**config.mk**
```make
export PLATFORM = sky130hd
export DESIGN_NAME = uart_frame_gen_flat
export DESIGN_NICKNAME = d
export VERILOG_FILES = /design/src/rtl/uart_frame_gen_if.sv /design/src/rtl/uart_frame_gen.sv /design/src/flat_wrapper.sv
export SDC_FILE = /design/constraint.sdc
export NUM_CORES = 1
export LEC_CHECK = 0
export BUFFER_PORTS_ARGS = -buffer_cell sky130_fd_sc_hd__buf_4
export CAP_MARGIN = 10
export CORE_ASPECT_RATIO = 0.5
export CORE_MARGIN = 2
export CORE_UTILIZATION = 35
export CTS_CLUSTER_DIAMETER = 150
export DETAILED_ROUTE_END_ITERATION = 10
export PLACE_DENSITY_LB_ADDON = 0.05
export SLEW_MARGIN = 20
export SYNTH_ARGS = -nofsm -noshare
export SYNTH_HDL_FRONTEND = slang
export SYNTH_SLANG_ARGS = --single-unit
```
**constraint.sdc**
```tcl
create_clock -name clk -period 2.55 [get_ports clk]
set_input_delay 0 -clock clk [delete_from_list [all_inputs] [get_ports clk]]
set_output_delay 0 -clock clk [all_outputs]
set_load 0.01 [all_outputs]
```
**src/rtl/uart_frame_gen_if.sv**
```systemverilog
// Control/status bundle of the UART frame generator: burst request fields in,
// serial line plus per-frame and per-burst status out.
interface uart_frame_gen_if #(
  parameter int DATA_BITS = 8,
  parameter int COUNT_W   = 17
);
  logic                 start;
  logic [COUNT_W-1:0]   count;
  logic                 mode;
  logic [15:0]          seed;
  logic                 tx;
  logic                 busy;
  logic                 done;
  logic                 byte_strobe;
  logic [DATA_BITS-1:0] byte_data;
  logic [COUNT_W-1:0]   sent_count;

  modport master (
    output start, count, mode, seed,
    input  tx, busy, done, byte_strobe, byte_data, sent_count
  );

  modport slave (
    input  start, count, mode, seed,
    output tx, busy, done, byte_strobe, byte_data, sent_count
  );
endinterface

```
**src/rtl/uart_frame_gen.sv**
```systemverilog
// Burst UART frame generator with LFSR or counting payload for on-chip loopback tests.
// Optional trailing XOR checksum frame enabled by defining UART_FRAME_GEN_CHECKSUM_EN.
module uart_frame_gen #(
  parameter int CLK_FREQ    = 27000000,
  parameter int BAUD        = 9600,
  parameter int DATA_BITS   = 8,
  parameter int PARITY_MODE = 0,
  parameter int STOP_BITS   = 1,
  parameter int GAP_BITS    = 10,
  parameter int COUNT_W     = 17
) (
  input logic             clk,
  input logic             rst,
  uart_frame_gen_if.slave bus
);
  localparam int CLKS_PER_BIT = (CLK_FREQ + BAUD / 2) / BAUD;
  localparam int CNT_W        = $clog2(CLKS_PER_BIT + 1);

  typedef enum logic [2:0] {S_IDLE, S_START, S_DATA, S_PARITY, S_STOP, S_GAP, S_FIN} state_t;

  state_t               state;
  logic [CNT_W-1:0]     baud_cnt;
  logic [2:0]           bit_idx;
  logic [7:0]           gap_cnt;
  logic [COUNT_W-1:0]   remaining;
  logic                 mode_q;
  logic [15:0]          lfsr;
  logic [DATA_BITS-1:0] word;
  logic [DATA_BITS-1:0] sh;
  logic                 tx_r, busy_r, done_r, strobe_r;
  logic [DATA_BITS-1:0] byte_data_r;
  logic [COUNT_W-1:0]   sent_r;

  function automatic logic [15:0] lfsr_step(input logic [15:0] s);
    return {s[0] ^ s[2] ^ s[3] ^ s[5], s[15:1]};
  endfunction

  function automatic logic [COUNT_W-1:0] sat_inc(input logic [COUNT_W-1:0] v);
    return (&v) ? v : v + COUNT_W'(1);
  endfunction

  logic                 bit_end;
  logic                 accept;
  logic                 frame_end;
  logic [15:0]          seed_eff;
  logic [DATA_BITS-1:0] first_word;
  logic [DATA_BITS-1:0] next_word;
  logic                 csum_pending;
  logic [DATA_BITS-1:0] csum_word;

  assign bit_end    = (baud_cnt == CNT_W'(CLKS_PER_BIT - 1));
  assign accept     = (state == S_IDLE) && bus.start && (bus.count != '0);
  assign seed_eff   = (bus.seed == 16'h0000) ? 16'hACE1 : bus.seed;
  assign first_word = bus.mode ? bus.seed[DATA_BITS-1:0] : seed_eff[DATA_BITS-1:0];
  assign next_word  = mode_q ? word + DATA_BITS'(1) : lfsr[DATA_BITS-1:0];
  // A frame ends on the last gap bit, or on the last stop bit when there is no gap.
  assign frame_end  = bit_end &&
                      ((state == S_STOP && bit_idx == 3'(STOP_BITS - 1) && GAP_BITS == 0) ||
                       (state == S_GAP  && gap_cnt == 8'(GAP_BITS - 1)));

`ifdef UART_FRAME_GEN_CHECKSUM_EN
  logic [DATA_BITS-1:0] csum;
  logic                 in_csum;

  always_ff @(posedge clk) begin
    if (rst) begin
      in_csum <= 1'b0;
    end else if (accept) begin
      csum    <= first_word;
      in_csum <= 1'b0;
    end else if (frame_end && remaining != '0) begin
      csum <= csum ^ next_word;
    end else if (frame_end && !in_csum) begin
      in_csum <= 1'b1;
    end
  end

  assign csum_pending = !in_csum;
  assign csum_word    = csum;
`else
  assign csum_pending = 1'b0;
  assign csum_word    = '0;
`endif

  always_ff @(posedge clk) begin
    if (rst) begin
      state       <= S_IDLE;
      baud_cnt    <= '0;
      bit_idx     <= '0;
      gap_cnt     <= '0;
      remaining   <= '0;
      tx_r        <= 1'b1;
      busy_r      <= 1'b0;
      done_r      <= 1'b0;
      strobe_r    <= 1'b0;
      byte_data_r <= '0;
      sent_r      <= '0;
    end else begin
      done_r   <= 1'b0;
      strobe_r <= 1'b0;
      baud_cnt <= bit_end ? '0 : baud_cnt + CNT_W'(1);
      case (state)
        S_IDLE: begin
          baud_cnt <= '0;
          if (bus.start) begin
            sent_r <= '0;
            if (bus.count == '0) begin
              done_r <= 1'b1;
            end else begin
              busy_r      <= 1'b1;
              mode_q      <= bus.mode;
              remaining   <= bus.count - COUNT_W'(1);
              word        <= first_word;
              lfsr        <= lfsr_step(seed_eff);
              state       <= S_START;
              tx_r        <= 1'b0;
              strobe_r    <= 1'b1;
              byte_data_r <= first_word;
              sent_r      <= COUNT_W'(1);
            end
          end
        end
        S_START: if (bit_end) begin
          state   <= S_DATA;
          bit_idx <= '0;
          tx_r    <= word[0];
          sh      <= word >> 1;
        end
        S_DATA: if (bit_end) begin
          if (bit_idx == 3'(DATA_BITS - 1)) begin
            bit_idx <= '0;
            if (PARITY_MODE != 0) begin
              state <= S_PARITY;
              tx_r  <= (PARITY_MODE == 1) ? ^word : ~^word;
            end else begin
              state <= S_STOP;
              tx_r  <= 1'b1;
            end
          end else begin
            bit_idx <= bit_idx + 3'd1;
            tx_r    <= sh[0];
            sh      <= sh >> 1;
          end
        end
        S_PARITY: if (bit_end) begin
          state   <= S_STOP;
          tx_r    <= 1'b1;
          bit_idx <= '0;
        end
        S_STOP: if (bit_end) begin
          if (bit_idx == 3'(STOP_BITS - 1)) begin
            bit_idx <= '0;
            if (GAP_BITS != 0) begin
              state   <= S_GAP;
              gap_cnt <= '0;
            end
          end else begin
            bit_idx <= bit_idx + 3'd1;
          end
        end
        S_GAP: if (bit_end) gap_cnt <= gap_cnt + 8'd1;
        S_FIN: begin
          state    <= S_IDLE;
          baud_cnt <= '0;
        end
        default: state <= S_IDLE;
      endcase

      if (frame_end) begin
        bit_idx <= '0;
        gap_cnt <= '0;
        if (remaining != '0) begin
          remaining   <= remaining - COUNT_W'(1);
          word        <= next_word;
          byte_data_r <= next_word;
          strobe_r    <= 1'b1;
          sent_r      <= sat_inc(sent_r);
          state       <= S_START;
          tx_r        <= 1'b0;
          if (!mode_q) lfsr <= lfsr_step(lfsr);
        end else if (csum_pending) begin
          word        <= csum_word;
          byte_data_r <= csum_word;
          strobe_r    <= 1'b1;
          state       <= S_START;
          tx_r        <= 1'b0;
        end else begin
          state  <= S_FIN;
          done_r <= 1'b1;
          busy_r <= 1'b0;
        end
      end
    end
  end

  assign bus.tx          = tx_r;
  assign bus.busy        = busy_r;
  assign bus.done        = done_r;
  assign bus.byte_strobe = strobe_r;
  assign bus.byte_data   = byte_data_r;
  assign bus.sent_count  = sent_r;
endmodule
```
**src/flat_wrapper.sv**
```systemverilog
// flat-port wrapper written by rule: the top's interface ports become plain ports
module uart_frame_gen_flat 
#(
  parameter int CLK_FREQ    = 27000000,
  parameter int BAUD        = 9600,
  parameter int DATA_BITS   = 8,
  parameter int PARITY_MODE = 0,
  parameter int STOP_BITS   = 1,
  parameter int GAP_BITS    = 10,
  parameter int COUNT_W     = 17
)
  (clk, rst, bus_start, bus_count, bus_mode, bus_seed, bus_tx, bus_busy, bus_done, bus_byte_strobe, bus_byte_data, bus_sent_count);
  uart_frame_gen_if #(.DATA_BITS(DATA_BITS), .COUNT_W(COUNT_W)) bus_i ();
  input logic clk;
  input logic rst;
  input wire logic [$bits(bus_i.start)-1:0] bus_start;
  input wire logic [$bits(bus_i.count)-1:0] bus_count;
  input wire logic [$bits(bus_i.mode)-1:0] bus_mode;
  input wire logic [$bits(bus_i.seed)-1:0] bus_seed;
  output wire logic [$bits(bus_i.tx)-1:0] bus_tx;
  output wire logic [$bits(bus_i.busy)-1:0] bus_busy;
  output wire logic [$bits(bus_i.done)-1:0] bus_done;
  output wire logic [$bits(bus_i.byte_strobe)-1:0] bus_byte_strobe;
  output wire logic [$bits(bus_i.byte_data)-1:0] bus_byte_data;
  output wire logic [$bits(bus_i.sent_count)-1:0] bus_sent_count;
  assign bus_i.start = bus_start;
  assign bus_i.count = bus_count;
  assign bus_i.mode = bus_mode;
  assign bus_i.seed = bus_seed;
  assign bus_tx = bus_i.tx;
  assign bus_busy = bus_i.busy;
  assign bus_done = bus_i.done;
  assign bus_byte_strobe = bus_i.byte_strobe;
  assign bus_byte_data = bus_i.byte_data;
  assign bus_sent_count = bus_i.sent_count;
  uart_frame_gen #(.CLK_FREQ(CLK_FREQ), .BAUD(BAUD), .DATA_BITS(DATA_BITS), .PARITY_MODE(PARITY_MODE), .STOP_BITS(STOP_BITS), .GAP_BITS(GAP_BITS), .COUNT_W(COUNT_W)) u_core (.clk(clk), .rst(rst), .bus(bus_i));
endmodule
```
[After elaboration in Yosys (flattened, before gate mapping)]
Cells that the tools add are included.
Word-level totals
  bits in read-only memories: 0
  RAM bits: 0
  flip-flop bits (word level): 105
  bits of input ports: 37
  bits in latches: 0
  memories kept: 0
  output and inout bits: 29
  word-level logic and storage cells: 154
Cells by class
  $add $sub $neg: 7
  shift operators: 0
  bitwise gates (word level): 8
  multiplexer cells: 79
  eq/ne operators: 26
  order comparisons: 0
  reduce and logical (&&, ||, !) cells: 19
  divide/modulo/power cells: 0
  multiply operators: 0
Operators by type and width (count)
  17-bit two-way mux: 10
  8-bit two-way mux: 18
  16-bit two-way mux: 7
  3-bit two-way mux: 15
  17-bit by 1-bit subtractor with 17-bit output (second input constant): 2
  8-bit one-hot mux with 2 select lines: 2
  1-bit two-way mux: 24
  3-bit one-hot mux with 6 select lines: 1
  17-bit by 1-bit adder with 17-bit output (second input constant): 1
  17-bit logical NOT: 1
  17-bit AND reduction: 1
  17-bit nonzero test: 1
  8-bit by 1-bit adder with 8-bit output (second input constant): 2
  16-bit logical NOT: 1
  3-bit by 1-bit inequality test with 1-bit output (second input constant): 5
  12-bit by 1-bit adder with 12-bit output (second input constant): 1
  12-bit equality test (second input constant): 1
  3-bit equality test (second input constant): 4
  2-bit by 1-bit inequality test with 1-bit output (second input constant): 6
  4-bit AND reduction: 3
  3-bit by 2-bit inequality test with 1-bit output (second input constant): 3
  3-bit one-hot mux with 3 select lines: 1
  9-bit AND reduction: 1
  8-bit by 4-bit equality test with 1-bit output (second input constant): 1
  other kinds (15): 27

[Depth between registers and ports, before layout]
Gate-level depths: netlist (run 1).
  depth after elaboration: 11
  mapped depth: 11
  depth with buffers taken out: 9

[Least setup slack after synthesis (run 1)]
Ideal clock, no wire load.
  path type: register -> register
  from: register u_core.sent_r[0] (netlist: u_core.bus.sent_count[0])
  to: register u_core.sent_r[9] (netlist: u_core.bus.sent_count[9])
  setup time: 87 ps
  data required time: 2463 ps
  data arrival time: 2323 ps
  stages on the path, launching flop included: 12
  clock period less this slack: 2410 ps
  slack: 140 ps
  path buffers: 2
  cell sequence: dfxtp_1 ha_1 nand3_1 nor4_1 and3_1 ha_1 inv_1 o2111ai_1 clkbuf_1 buf_2 nand4_1 o31ai_1
Between the ends
  longest elaborated chain between the ends: 4
  elaborated cells on any way between the ends: 6
  those cells by class: add/sub (1); eq/ne (1); mux (3); reduce/logical (1)
RTL lines
  start: declaration: RTL line uart_frame_gen.sv:32  | logic [COUNT_W-1:0] sent_r;
  start signal: assignment: RTL line uart_frame_gen.sv:177  | sent_r <= sat_inc(sent_r);
  17-bit by 1-bit adder with 17-bit output: RTL line uart_frame_gen.sv:39  | return (&v) ? v : v + COUNT_W'(1);
  17-bit two-way mux: RTL line uart_frame_gen.sv:39
  17-bit two-way mux: RTL line uart_frame_gen.sv:172  | if (remaining != '0) begin
  17-bit two-way mux: RTL line uart_frame_gen.sv:169  | if (frame_end) begin
Several ways; a longest one is shown, not always the timed one. The select of a mux whose other input is x is not followed.
A chain may end at the register's enable or synchronous reset.

[Final worst setup path (run 1)]
  from: register u_core.baud_cnt[1]
  to: register u_core.remaining[8]
Between the ends
  longest elaborated chain between the ends: 3
RTL lines
  start: declaration: RTL line uart_frame_gen.sv:22  | logic [CNT_W-1:0] baud_cnt;
  start signal: assignment: RTL line uart_frame_gen.sv:101  | baud_cnt <= bit_end ? '0 : baud_cnt + CNT_W'(1);
  12-bit equality test: RTL line uart_frame_gen.sv:51  | assign bit_end = (baud_cnt == CNT_W'(CLKS_PER_BIT - 1));
  1-bit logical AND: RTL line uart_frame_gen.sv:57  | assign frame_end = bit_end &&
  17-bit two-way mux: RTL line uart_frame_gen.sv:169
  end signal: assignment: RTL line uart_frame_gen.sv:112  | remaining <= bus.count - COUNT_W'(1);
  end signal: assignment: RTL line uart_frame_gen.sv:173  | remaining <= remaining - COUNT_W'(1);
  end: declaration: RTL line uart_frame_gen.sv:25  | logic [COUNT_W-1:0] remaining;
Every way passes these cells.

==> results of run 1 <==
-- critical path, stage by stage, from the launching register on --
cell	delay, ns
dfxtp_1	0.33
inv_1	0.06
ha_1	0.13
nand2_1	0.07
or4_1	0.56
a211oi_4	0.46
mux2_2	0.39
o221a_2	0.26
-- routing by layer --
layer,up-vias,share of wire,track usage
li1,2792,-,-
met1,2676,0.51,0.288
met2,102,0.44,0.297
met3,10,0.042,0.0421
met4,0,0.0052,0.0364
met5,-,0,0
-- cells by family (layout without fill, tap and decap cells) --
kind of cell | count (synthesis) | in the layout | synth area share
AO/OA/AOI/OAI | 162 | 162 | 0.186
XOR/XNOR | 39 | 39 | 0.0567
adder cells (fa/ha/maj) | 13 | 13 | 0.0270
buffers and inverters | 66 | 162 | 0.0436
flip-flops | 104 | 104 | 0.399
multiplexers | 27 | 27 | 0.0484
AND/OR/NAND/NOR | 288 | 288 | 0.239
-- cells in the mapped netlist, types with 3 or more instances --
master and number:
a211oi_1 5, a21oi_1 34, a22oi_1 10, a311oi_1 5, a31oi_1 8, a32oi_1 9
and3_1 5, and4_1 4, buf_2 6, clkbuf_1 33, dfxtp_1 72, edfxtp_1 32
ha_1 13, inv_1 26, mux2_2 17, mux2i_1 10, nand2_1 55, nand2b_1 7
nand3_1 40, nand4_1 17, nand4b_1 3, nor2_1 80, nor2b_1 6, nor3_1 22
nor3b_1 4, nor4_1 19, nor4b_1 3, o211a_1 4, o211ai_1 6, o21ai_0 35
o21bai_1 3, o221a_2 4, o22ai_1 12, o311ai_0 4, o31a_1 3, or2_2 4
or3_1 5, or4_1 6, xnor2_1 23, xor2_1 16
-- registers in the layout, indices dropped and copies added (netlist names), 3 cells and up --
register,flops
u_core.bus.byte_data,8
u_core.state,3
u_core.gap_cnt,8
u_core.lfsr,16
u_core.sh,7
u_core.remaining,17
u_core.bit_idx,3
u_core.baud_cnt,12
u_core.bus.sent_count,17
u_core.word,8
-- layout make-up --
| type | instances | area share |
|---|---|---|
| multi-input cells | 529 | 0.456 |
| flip-flops and latches | 104 | 0.322 |
| repair buffers | 120 | 0.132 |
| well taps | 227 | 0.0380 |
| clock buffers | 13 | 0.0362 |
| inverters | 26 | 0.0131 |
| clock inverters | 3 | 0.00302 |
-- power breakdown --
part | leakage [nW] | switching (mW) | internal (mW)
clock | 0.143 | 0.641 | 0.749
combinational | 1.67 | 1.16 | 0.937
sequential | 0.893 | 0.276 | 2.05
-- path summary, 6_finish.rpt --
check / to / depth (start not counted)
worst max register to register: u_core.remaining[8] / 7
worst min-delay path: u_core.bus.byte_data[1] / 3
worst min register to register: u_core.bus.byte_data[3] / 2
worst max-delay path: u_core.remaining[8] / 7
-- what timing repair did --
item / CTS / global route
setup buffers: 0 / 0
gates resized for setup: 0 / 2
endpoints found under the setup margin: 0 / 6
endpoints found under the hold margin: 4 / 0
hold buffers: 4 / 0
-- through the flow --
step / area, sq um / instances / hold slack, ns
5_1_grt: 7470 / 1022 / 0.0257
4_1_cts: 7460 / 1022 / 0.0123
3_5_place_dp: 7120 / 1002 / 0.238
3_3_place_gp: 7120 / 1002 / 0.244
6_report: 7470 / 1022 / 0.0197
2_1_floorplan: 6020 / 699 / 0.0989
-- cell usage in the layout, fill, tap and decap left out, types with 18 or more instances in the layout --
master,instances
nor3_1,22
dfxtp_1,72
nand3_1,40
edfxtp_1,32
buf_4,110
inv_1,26
nand2_1,55
nor2_1,80
nor4_1,18
a21oi_1,33
xnor2_1,23
o21ai_0,35
==> impl_metrics.ini, run 1 <==
[placement]
io_buffers = 65
place_ws_ns = 0.133
dp_hpwl_mm = 12.9
gp_congestion = 0.827

[worst_setup_path]
timing.rr.start = u_core.baud_cnt[1]
worstSetupPathType = reg2reg
crit_start = u_core.baud_cnt[1]
cp-end-kind = flip-flop
crit_fanout = 9
reg2reg_slack_ns = 0.18
arrival_ns = 2.62
start_kind = flip-flop
critPathRequiredTime_ns = 2.80

[logic_synthesis]
async_flop_share = 0
yosysSeqAreaShare = 0.399
yosys_warnings = 0
synth_edf_count = 32
synth-seq-cells = 104
syn_avg_cell_area_sq_um = 8.61
synth_nets = 749
syn_inst = 699
synth_ff_type = dfxtp_1
synth_top_area_cell = dfxtp_1
syn_area_sq_um = 6020
synthTopCellsByArea = dfxtp_1, edfxtp_1, nor2_1
synth_top_area_frac = 0.239
synth_cell_types = 63

[power_and_ir_drop]
p_per_area_nw_per_um2 = 779
total_power_mw = 5.81
p_leak_nw = 2.70
peakVddDrop_mv = 0.363

[sta]
fin_crit_sh = 0.928
max_clock_freq_mhz = 423
worst_slack_ns = 0.185
tns_ns = 0
relSlewSlack = 0.523
hold_viol = 0
worstMarginPinSlew_ns = 0.713
clock_skew_ns = 0.0112
drv_slew = 0
period_minus_slack_ns = 2.37
setup_violations = 0
rsz0062_at_grt = no

[die]
die_y_um = 96.7
io_pins = 66
start_util = 0.363
die_x_um = 189
rows = 33
dieArea_sq_um = 18300
fp.coreArea_sq_um = 16600

[drt]
dr.pass1.iters = 5
ant_nets = 0
drt-initial-drc-count = 409
vias = 5580
drt-vias-per-instance = 5.46
wl_per_cell_um = 17.1
drcViolationCount = 0
wl_mm = 17.5

[cells_and_area]
layout-drive-gt1-share = 0.211
n_fill_cell = 1682
syn_to_final_growth_pct = 24.0
nNetsFinal = 840
fin_util = 0.450
antennaDiodeCount = 0
layout.area.seq_sq_um = 2400
multi_input_area_sq_um = 3400

[grt]
grt_start_max_net_pins = 43
grt_antenna_before_repair = 0
grt_pass1_vias = 5224
grt_usage = 0.196
overflow = 0
grt_pass1_wl_mm = 28.6

[clock_network]
root_buffer = clkbuf_16
tritoncts = built
cts_buffers = 9
clock_sink_count = 104
clk_pin_slew_ns = 0.07
insertion_delay_ns = 0.36
h-tree-depth = 3
clockBufferDepth = 2

[hold_path]
hp-start = bus_seed[1]
hold_path.class = in2reg

[job]
maxCapViolations = 0

[outcome]
status = finished clean
Note: power is estimated with default switching activity, not from simulation.
==> run 2, diff against run 1 <==
--- a/config.mk
+++ b/config.mk
@@ -19 +19,2 @@
 export SYNTH_SLANG_ARGS = --single-unit
+export TNS_END_PERCENT = 50
==> constraint.sdc (replaced) <==
create_clock -name clk -period 2.55 [get_ports clk]
set_input_delay 0.3825 -clock clk [delete_from_list [all_inputs] [get_ports clk]]
set_output_delay 0.3825 -clock clk [all_outputs]
set_load 0.01 [all_outputs]
==> impl_metrics.ini, run 2 (synthesis results as in run 1) <==
[drt]
wl_mm = 17.7
drt-initial-drc-count = 400
ant_nets = 0
wl_per_cell_um = 17.3
vias = 5604
dr.pass1.iters = 5
drt-vias-per-instance = 5.50
drcViolationCount = 0

[worst_setup_path]
slowest_stage = or4_1
worst_path_largest_cell_delay_ns = 0.47
worstSetupPathType = reg2reg
start_kind = flip-flop
cp_top_family = simple AND/OR/NAND/NOR gates
crit_chain = ha_1 -> nor4bb_1 -> and3_1 -> o2111ai_1 -> buf_4 -> or4_1 -> a21oi_1
arrival_ns = 2.63
path_buf_inv = 1
critPathRequiredTime_ns = 2.83
crit_fanout = 10
cp-end-kind = flip-flop

[clock_network]
h-tree-depth = 3
clockBufferDepth = 2
tritoncts = built
post_cts_buffers = 0
clock_sink_count = 104
cts_buffers = 9
clk_pin_slew_ns = 0.08
cts_resized = 0
insertion_delay_ns = 0.36
root_buffer = clkbuf_16
hold_buffers = 0

[outcome]
status = finished clean

[placement]
gp_congestion = 0.791
io_buffers = 65
dp_hpwl_mm = 12.9

[grt]
grt_pass1_vias = 5285
grt_usage = 0.196
grt_start_max_net_pins = 43
grt_antenna_before_repair = 0
overflow = 0
grt_pass1_wl_mm = 28.5

[sta]
whs_ns = 0.264
worstMarginPinSlew_ns = 0.900
drv_slew = 0
tns_ns = 0
period_minus_slack_ns = 2.35
clock_skew_ns = 0.0116
fin_crit_sh = 0.922
setup_violations = 0
max_clock_freq_mhz = 426
rsz0062_at_grt = no
hold_viol = 0
relSlewSlack = 0.399

[power_and_ir_drop]
peakVddDrop_mv = 0.401
total_power_mw = 5.78
p_per_area_nw_per_um2 = 782
p_leak_nw = 2.66

[cells_and_area]
final_cell_mix = buf_4, nor2_1, dfxtp_1
syn_to_final_growth_pct = 22.8
antennaDiodeCount = 0
layout-drive-gt1-share = 0.213
final_common_cell = buf_4
nNetsFinal = 837

[die]
die_x_um = 189
fp.coreArea_sq_um = 16600
die_y_um = 96.7
start_util = 0.363
io_pins = 66
rows = 33
dieArea_sq_um = 18300

[hold_path]
hold_path.class = in2reg

[job]
maxCapViolations = 0
[run 2: final timing paths]
| path | startpoint | endpoint | slack (ns) | cells after the start |
|---|---|---|---|---|
| min reg2reg | u_core.bus.byte_data[3] | u_core.bus.byte_data[3] | 0.47 | 2 |
| max reg2reg | u_core.gap_cnt[0] | u_core.bus.sent_count[11] | 0.20 | 7 |
| min | bus_mode | u_core.mode_q | 0.26 | 1 |
| max | u_core.gap_cnt[0] | u_core.bus.sent_count[11] | 0.20 | 7 |
[run 2: metal layers]
| layer | wire length (um) | track usage |
|---|---|---|
| met1 | 8650 | 0.280 |
| met2 | 7910 | 0.299 |
| met3 | 911 | 0.0483 |
| met4 | 187 | 0.0411 |
| met5 | 0 | 0 |
[run 2: through the flow]
stage / utilization / setup slack [ns] / cell area (sq um) / cells
3_5_place_dp: 0.427 / 0.116 / 7080 / 1003
6_report: 0.446 / 0.200 / 7390 / 1019
2_1_floorplan: - / 0.0884 / 6020 / 699
4_1_cts: 0.445 / 0.110 / 7380 / 1019
5_1_grt: 0.446 / 0.00215 / 7390 / 1019
3_3_place_gp: 0.427 / 0.167 / 7080 / 1003
[run 2: where the power goes]
group	switching, mW	internal, mW
Clock	0.672	0.732
Sequential	0.266	2.05
Combinational	1.15	0.911
Total	2.09	3.69
[run 2: final cells by class]
class                   count  area (sq um)
clock buffers              10           250
clock inverters             6          47.5
fillers                  1676          9200
inverters                  26          97.6
multi-input cells         529          3410
flip-flops and latches    104          2400
well taps                 227           284
repair buffers            117           907
